$ cat config.mk
export PLATFORM = sky130hd
export DESIGN_NAME = opb_master_single
export DESIGN_NICKNAME = d
export VERILOG_FILES = /design/src/rtl/opb_master_pkg.sv /design/src/rtl/opb_master_tout_cnt.sv /design/src/rtl/opb_master_single.sv
export SDC_FILE = /design/constraint.sdc
export NUM_CORES = 1
export LEC_CHECK = 0
export ABC_AREA = 1
export CAP_MARGIN = 0
export CORE_MARGIN = 2
export CORE_UTILIZATION = 35
export DETAILED_ROUTE_END_ITERATION = 8
export GPL_TIMING_DRIVEN = 0
export PLACE_DENSITY = 0.73
export SLEW_MARGIN = 20
export SYNTH_ARGS = -nofsm -noshare
export SYNTH_HDL_FRONTEND = slang
export SYNTH_SLANG_ARGS = --single-unit
$ cat constraint.sdc
create_clock -name OPB_Clk -period 1.5 [get_ports OPB_Clk]
set_clock_uncertainty 0.2 [all_clocks]
set_input_delay 0.3 -clock OPB_Clk [delete_from_list [all_inputs] [get_ports OPB_Clk]]
set_output_delay 0.3 -clock OPB_Clk [all_outputs]
set_load 0.1 [all_outputs]
$ cat src/rtl/opb_master_pkg.sv
// Shared state encoding, response codes and bus widths for the single-beat OPB master.
package opb_master_pkg;

  localparam int unsigned OPB_AWIDTH  = 32;
  localparam int unsigned OPB_DWIDTH  = 32;
  localparam int unsigned OPB_BEWIDTH = OPB_DWIDTH / 8;

  typedef enum logic [2:0] {
    IDLE      = 3'd0,
    REQ       = 3'd1,
    SEL       = 3'd2,
    RETRY_GAP = 3'd3,
    RESP      = 3'd4
  } state_e;

  typedef logic [1:0] rsp_status_t;

  localparam rsp_status_t RSP_OK        = 2'd0;
  localparam rsp_status_t RSP_ERR       = 2'd1;
  localparam rsp_status_t RSP_TOUT      = 2'd2;
  localparam rsp_status_t RSP_RETRY_EXH = 2'd3;

endpackage

$ cat src/rtl/opb_master_tout_cnt.sv
// Select-phase timeout counter: held at zero by clr, advances while en, and
// flags the cycle in which the count reaches TOUT_CYCLES.
module opb_master_tout_cnt #(
  parameter int unsigned TOUT_CYCLES = 16
) (
  input  logic clk,
  input  logic rst_n,
  input  logic clr,
  input  logic en,
  output logic term
);

  localparam int unsigned   CW   = $clog2(TOUT_CYCLES + 1);
  localparam logic [CW-1:0] LAST = CW'(TOUT_CYCLES - 1);

  logic [CW-1:0] cnt_q;
  logic [CW-1:0] cnt_d;

  always_comb begin
    cnt_d = cnt_q;
    if (clr) begin
      cnt_d = '0;
    end else if (en) begin
      cnt_d = cnt_q + 1'b1;
    end else begin
      cnt_d = cnt_q;
    end
  end

  always_ff @(posedge clk or negedge rst_n) begin
    if (!rst_n) begin
      cnt_q <= '0;
    end else begin
      cnt_q <= cnt_d;
    end
  end

  // Terminal in the cycle whose increment would make the count TOUT_CYCLES.
  assign term = en && !clr && (cnt_q == LAST);

endmodule

$ cat src/rtl/opb_master_single.sv
// Single-beat OPB master: one read or write per command, one response strobe.
// Optional retry re-issue is enabled by defining OPB_MASTER_RETRY_EN.
module opb_master_single #(
  parameter int unsigned TOUT_CYCLES = 16
`ifdef OPB_MASTER_RETRY_EN
  ,
  parameter int unsigned MAX_RETRY   = 3
`endif
) (
  input  logic        OPB_Clk,
  input  logic        OPB_Rst,
  input  logic        cmd_valid,
  output logic        cmd_ready,
  input  logic        cmd_rnw,
  input  logic [31:0] cmd_addr,
  input  logic [31:0] cmd_data,
  input  logic [3:0]  cmd_be,
  output logic        rsp_valid,
  output logic [31:0] rsp_data,
  output logic [1:0]  rsp_status,
  output logic        M_request,
  output logic        M_select,
  output logic        M_RNW,
  output logic [0:31] M_ABus,
  output logic [0:3]  M_BE,
  output logic [0:31] M_DBus,
  output logic        M_seqAddr,
  output logic        M_busLock,
  input  logic        OPB_MGrant,
  input  logic        OPB_xferAck,
  input  logic        OPB_errAck,
  input  logic        OPB_retry,
  input  logic        OPB_toutSup,
  input  logic [0:31] OPB_DBus
);

  import opb_master_pkg::*;

  state_e                 state_q, state_d;
  logic                   rnw_q, rnw_d;
  logic [OPB_AWIDTH-1:0]  addr_q, addr_d;
  logic [OPB_DWIDTH-1:0]  wdata_q, wdata_d;
  logic [OPB_BEWIDTH-1:0] be_q, be_d;
  logic [OPB_DWIDTH-1:0]  rdata_q, rdata_d;
  rsp_status_t            status_q, status_d;
  logic                   tout_term;

`ifdef OPB_MASTER_RETRY_EN
  localparam int unsigned   RW          = (MAX_RETRY > 0) ? $clog2(MAX_RETRY + 1) : 1;
  localparam logic [RW-1:0] RETRY_LIMIT = RW'(MAX_RETRY);

  logic [RW-1:0] retry_cnt_q, retry_cnt_d;
`endif

  opb_master_tout_cnt #(
    .TOUT_CYCLES (TOUT_CYCLES)
  ) u_tout_cnt (
    .clk   (OPB_Clk),
    .rst_n (OPB_Rst),
    .clr   (state_q != SEL),
    .en    ((state_q == SEL) && !OPB_toutSup),
    .term  (tout_term)
  );

  // Next-state, command latch and response capture.
  always_comb begin
    state_d  = state_q;
    rnw_d    = rnw_q;
    addr_d   = addr_q;
    wdata_d  = wdata_q;
    be_d     = be_q;
    rdata_d  = rdata_q;
    status_d = status_q;
`ifdef OPB_MASTER_RETRY_EN
    retry_cnt_d = retry_cnt_q;
`endif
    case (state_q)
      IDLE: begin
        if (cmd_valid) begin
          rnw_d    = cmd_rnw;
          addr_d   = cmd_addr;
          wdata_d  = cmd_data;
          be_d     = cmd_be;
          rdata_d  = '0;
          status_d = RSP_OK;
`ifdef OPB_MASTER_RETRY_EN
          retry_cnt_d = '0;
`endif
          state_d  = REQ;
        end else begin
          state_d  = IDLE;
        end
      end
      REQ: begin
        if (OPB_MGrant) begin
          state_d = SEL;
        end else begin
          state_d = REQ;
        end
      end
      SEL: begin
        if (OPB_errAck) begin
          status_d = RSP_ERR;
          state_d  = RESP;
        end else if (OPB_xferAck) begin
          status_d = RSP_OK;
          if (rnw_q) begin
            rdata_d = OPB_DBus;
          end else begin
            rdata_d = '0;
          end
          state_d  = RESP;
        end else if (OPB_retry) begin
`ifdef OPB_MASTER_RETRY_EN
          if (retry_cnt_q == RETRY_LIMIT) begin
            status_d = RSP_RETRY_EXH;
            state_d  = RESP;
          end else begin
            retry_cnt_d = retry_cnt_q + 1'b1;
            state_d     = RETRY_GAP;
          end
`else
          status_d = RSP_ERR;
          state_d  = RESP;
`endif
        end else if (tout_term) begin
          status_d = RSP_TOUT;
          state_d  = RESP;
        end else begin
          state_d  = SEL;
        end
      end
      RETRY_GAP: state_d = REQ;
      RESP:      state_d = IDLE;
      default:   state_d = IDLE;
    endcase
  end

  // Output decode; everything not owned by the current state stays zero so the
  // bus side can be OR-ed with other masters.
  always_comb begin
    cmd_ready  = 1'b0;
    rsp_valid  = 1'b0;
    rsp_data   = '0;
    rsp_status = RSP_OK;
    M_request  = 1'b0;
    M_select   = 1'b0;
    M_RNW      = 1'b0;
    M_ABus     = '0;
    M_BE       = '0;
    M_DBus     = '0;
    case (state_q)
      IDLE: cmd_ready = 1'b1;
      REQ:  M_request = 1'b1;
      SEL: begin
        M_select = 1'b1;
        M_RNW    = rnw_q;
        M_ABus   = addr_q;
        M_BE     = be_q;
        if (rnw_q) begin
          M_DBus = '0;
        end else begin
          M_DBus = wdata_q;
        end
      end
      RESP: begin
        rsp_valid  = 1'b1;
        rsp_data   = rdata_q;
        rsp_status = status_q;
      end
      default: cmd_ready = 1'b0;
    endcase
  end

  assign M_seqAddr = 1'b0;
  assign M_busLock = 1'b0;

  // State and command/response registers.
  always_ff @(posedge OPB_Clk or negedge OPB_Rst) begin
    if (!OPB_Rst) begin
      state_q  <= IDLE;
      rnw_q    <= 1'b0;
      addr_q   <= '0;
      wdata_q  <= '0;
      be_q     <= '0;
      rdata_q  <= '0;
      status_q <= RSP_OK;
    end else begin
      state_q  <= state_d;
      rnw_q    <= rnw_d;
      addr_q   <= addr_d;
      wdata_q  <= wdata_d;
      be_q     <= be_d;
      rdata_q  <= rdata_d;
      status_q <= status_d;
    end
  end

`ifdef OPB_MASTER_RETRY_EN
  // Retry attempt counter.
  always_ff @(posedge OPB_Clk or negedge OPB_Rst) begin
    if (!OPB_Rst) begin
      retry_cnt_q <= '0;
    end else begin
      retry_cnt_q <= retry_cnt_d;
    end
  end
`endif

endmodule

Word-level counts from Yosys, hierarchy flattened
Cells that the tools add are included.
{ "classes": {"addsub": 1, "muxes": 31, "n_eq_ne": 10, "n_reduce_logical": 11} }
{ "op_table": {"columns": ["op", "n"], "rows": [
  ["$mux W32", 8],
  ["$pmux W32 S2", 1],
  ["$mux W2", 7],
  ["$mux W3", 4],
  ["$pmux W3 S4", 1],
  ["$mux W5", 2],
  ["$eq A3 B2 Y1 const B", 2],
  ["$mux W1", 6],
  ["$ne A2 B2 Y1 const B", 3],
  ["$add A5 B1 Y5 const B", 1],
  ["$eq A5 B4 Y1 const B", 1],
  ["$ne A5 B5 Y1 const B", 1],
  ["$mux W4", 1],
  ["$pmux W2 S2", 1],
  ["$reduce_and A4 Y1", 1],
  ["$reduce_bool A2 Y1", 2],
  ["$eq A3 B1 Y1 const B", 1],
  ["$eq A3 B3 Y1 const B", 1],
  ["$logic_and A1 B1 Y1", 3],
  ["$logic_not A3 Y1", 1],
  ["$ne A3 B2 Y1 const B", 1],
  ["$reduce_and A3 Y1", 1],
  ["$logic_not A1 Y1", 2],
  ["$reduce_and A2 Y1", 1]
]} }
{ "word_totals": {"in_bits": 109, "regBits": 111, "elab_cells": 61, "output_inout_bits": 109} }

Depth between registers and ports, before layout
{ "depth": {"depth_word": 9, "depth_mapped": 8, "depth_no_buf": 8} }

Cells and area by module
A second synthesis with hierarchy kept.
{ "hier_totals": {"cells_unflattened": 769, "hier_area_um2": 5476.5} }
{ "modules_own_cells": {"columns": ["module", "seq_area_each_um2", "area_each_um2", "cells_each", "n_inst"], "rows": [
  ["opb_master_single", 2652.5, 5217.5, 736, 1],
  ["opb_master_tout_cnt", 125.1, 259.0, 33, 1]
]} }

Worst setup path after synthesis
No wires, ideal clock.
{ "synth_path": {"path_kind": "reg-to-output", "startpoint": "register state_q[1]", "endpoint": "output port rsp_data[10]", "t_required_ps": 1000, "setup_slack_ps": -3424, "t_arrival_ps": 4424, "path_stages_with_launch": 6, "path_cell_list": "dfrtp_1 -> buf_4 -> nor3_1 -> inv_2 -> clkbuf_1 -> nor2_1"} }
{ "synth_between": {"elab_chain_cells": 2} }
{ "synth_rtl": {"columns": ["element", "line", "rtl"], "rows": [
  ["start, declared", "opb_master_single.sv:39", "state_e state_q, state_d;"],
  ["start signal, assigned", "opb_master_single.sv:189", "state_q <= state_d;"],
  ["$eq A3 B3 Y1", "opb_master_single.sv:152", "case (state_q)"],
  ["$mux W32", "opb_master_single.sv:152", null],
  ["end, declared", "opb_master_single.sv:19", "output logic [31:0] rsp_data,"]
]} }
No other way between the ends.

Worst setup path in the final report
{ "layout_path": {"startpoint": "register state_q[1]", "endpoint": "output port M_ABus[30] in the netlist's numbering"} }
{ "layout_between": {"elab_chain_cells": 2} }
{ "layout_rtl": {"columns": ["element", "line", "rtl"], "rows": [
  ["$eq A3 B2 Y1", "opb_master_single.sv:152", null],
  ["$mux W32", "opb_master_single.sv:152", null],
  ["end, declared", "opb_master_single.sv:24", "output logic [0:31] M_ABus,"]
]} }
No other way between the ends.

==> impl_metrics.json <==
{
  "worstSetupPathType": "flip-flop to primary output",
  "htreeDepth": 3,
  "synthToLayoutAreaGrowth_pct": 108.2,
  "max_stage_delay_ns": 0.38,
  "initialDrtViolationCount": 237,
  "numPortBuffers": 215,
  "preCtsSetupSlack_ns": -1.676,
  "finalPower_mw": 18.93,
  "cts-root-buf": "clkbuf_16",
  "grt_pass1_wl_um": 30660,
  "viasPerCell": 4.737,
  "cp_num_buf_inv": 5,
  "layout.nets": 1138,
  "fin_crit_ns": 2.255,
  "gp_congestion": 0.7896,
  "cap_violations": 0,
  "slew_viol_final": 0,
  "hold_class": "input pin to async pin",
  "grt_overflow": 0,
  "syn_area_per_cell_um2": 7.179,
  "die_h_um": 128.8,
  "rows": 45,
  "dieArea_um2": 16580,
  "yosysWarningCount": 0,
  "clk_latency_ns": 0.35,
  "rsz0062_at_grt": "true",
  "dp_hpwl_um": 11950,
  "worstPathMaxFanout": 10,
  "path_cells": "buf_6, buf_4, nand2_4, buf_12, buf_12, nor2_4, buf_12",
  "seq_area_frac_synth": 0.5098,
  "setup_violations": 216,
  "synth_area_um2": 5449,
  "power.density_nw_per_um2": 1668,
  "timing.fmax_ghz": 0.4434,
  "synth_seq_cells": 111,
  "status": "complete, but fails checks",
  "postRouteAntennaNets": 0,
  "worst_slack_ns": -0.7551,
  "slowest_stage": "dfrtp_1",
  "synth_top_cell_area_share": 0.5098,
  "die_w_um": 128.8,
  "ios": 218,
  "initial_core_util": 0.3584,
  "dr.pass1.iters": 4,
  "period_share": 1.503,
  "dr_total_vias": 5779,
  "drc": 0,
  "grt_pass1_vias": 5942,
  "diodes": 0,
  "fillerInstances": 983,
  "syn_inst": 759,
  "worst_setup_path_end_kind": "primary output",
  "antenna_found_initial": 0,
  "critPathLaunchType": "flip-flop",
  "grt_usage": 0.2382,
  "crit_family": "buffers and inverters",
  "cts_buffers": 9,
  "hold_viol": 0,
  "core_area_um2": 15200,
  "grt_max_degree": 66,
  "synth_area_leaders": "dfrtp_1, nor2_1, nand2_1, inv_1, a21oi_1",
  "crit_path_frequent_cell": "buf_12",
  "clockBufferDepth": 2,
  "yosys.area.top_type": "dfrtp_1",
  "totalWireLength_um": 19860,
  "layout-drive-gt1-share": 0.3837,
  "wire_per_inst_um": 16.28,
  "path_clk_slew_ns": 0.07,
  "violations": "negative setup slack",
  "cp_data_arrival_time_ns": 1.76,
  "max-vdd-ir-drop_v": 0.001172,
  "worstPathRequired_ns": 1.00,
  "p_leak_nw": 4.984,
  "cts_num_sinks": 111,
  "synthDistinctLibCells": 24,
  "cts_tree": "yes"
}
-- cells in the final DEF, fill, tap and decap left out, drive strengths merged, types with 2 or more instances in the layout --
cell type / n
nand3: 39
o21ai: 35
a21oi: 38
nand2: 176
nor2: 181
nand4: 3
inv: 117
dfrtp: 111
clkinv: 4
clkbuf: 35
conb: 2
ha: 2
nor3: 6
clkdlybuf4s50: 107
buf: 172
-- worst reg2reg max path: cells and delay by family (launching register included) --
| family | cells | cell delay (ns) |
|---|---|---|
| AOI/OAI and AO/OA | 1 | 0.24 |
| buffers and inverters | 4 | 0.54 |
| and+or+nand+nor | 5 | 0.51 |
| DFF | 1 | 0.46 |
-- final timing paths --
path                       startpoint          end  slack [ns]  depth (start not counted)
max                        state_q[1]   M_ABus[30]       -0.76                          7
max reg2reg                state_q[2]   rdata_q[4]       -0.54                         10
min in group OPB_Clk       rdata_q[9]   rdata_q[9]        0.27                          2
min                           OPB_Rst  rdata_q[29]        0.25                          2
max in group asynchronous     OPB_Rst        rnw_q        0.14                          3
min reg2reg                rdata_q[9]   rdata_q[9]        0.27                          2
-- state kept, by name, summed over array words and instances (netlist names) --
register	flops
be_q	4
u_tout_cnt.cnt_q	5
rnw_q	1
status_q	2
addr_q	32
rdata_q	32
wdata_q	32
state_q	3
-- routing by layer --
metal	routed length (um)	track usage	share of wire
met5	0	0	0
met4	239	0.05691	0.012
met3	1677	0.08067	0.084
met2	10200	0.4105	0.51
met1	7738	0.2884	0.39
-- cell usage after synthesis (all sizes together) --
library cell,number
nor2,181
nand4,3
ha,2
conb,1
a21oi,38
nand3b,1
dfrtp,111
clkbuf,23
nor3,6
o31ai,1
inv,116
buf,25
o21ai,35
clkinv,1
nand3,39
nand2,176
-- layout make-up --
type	count	area, um^2	area share
clock inverters	4	45.04	0.003971
inverters	117	452.9	0.03993
flip-flops and latches	111	2781	0.2452
clock buffers	12	246.5	0.02173
plain buffers	45	625.6	0.05515
repair inverters	1	11.26	0.0009927
well taps	188	235.2	0.02074
multi-input cells	484	3126	0.2755
repair buffers	258	3820	0.3368
-- power by group --
part	leakage (nW)	switching, mW	internal (mW)	total [mW]
clock	0.146	1.10	1.34	2.44
combinational	3.46	7.31	4.54	11.8
sequential	1.37	0.524	4.11	4.64
total	4.98	8.93	9.99	18.9
-- cell families (layout without fill, tap and decap cells) --
family	Yosys count	in the layout	share of synthesized area
flops	111	111	0.5098
simple gates	406	406	0.2953
other cells	1	2	0.0006882
compound gates	74	74	0.06912
fa+ha+maj	2	2	0.004592
buf+inv	165	437	0.1205
-- metrics by stage --
step	utilization	hold slack (ns)	instances	setup TNS, ns	instance area, um^2
floorplan	-	-0.1956	760	-130.39	6028
global placement	0.5536	0.2530	1163	-720.84	8416
detailed placement	0.5555	0.06576	1164	-214.55	8444
CTS	0.7113	0.2675	1209	-103.24	10810
global route	0.7462	0.2830	1220	-131.85	11340
finish	0.7462	0.2539	1220	-118.69	11340
-- timing repair --
| action | CTS | global route |
|---|---|---|
| endpoints found under the hold margin | 46 | 0 |
| gates cloned | 7 | 3 |
| pin swaps | 20 | 29 |
| hold buffers | 1 | 0 |
| buffers inserted | 22 | 11 |
| gates resized for setup | 1145 | 136 |
| endpoints found under the setup margin | 216 | 216 |
Power figures use the tool's default switching activity.
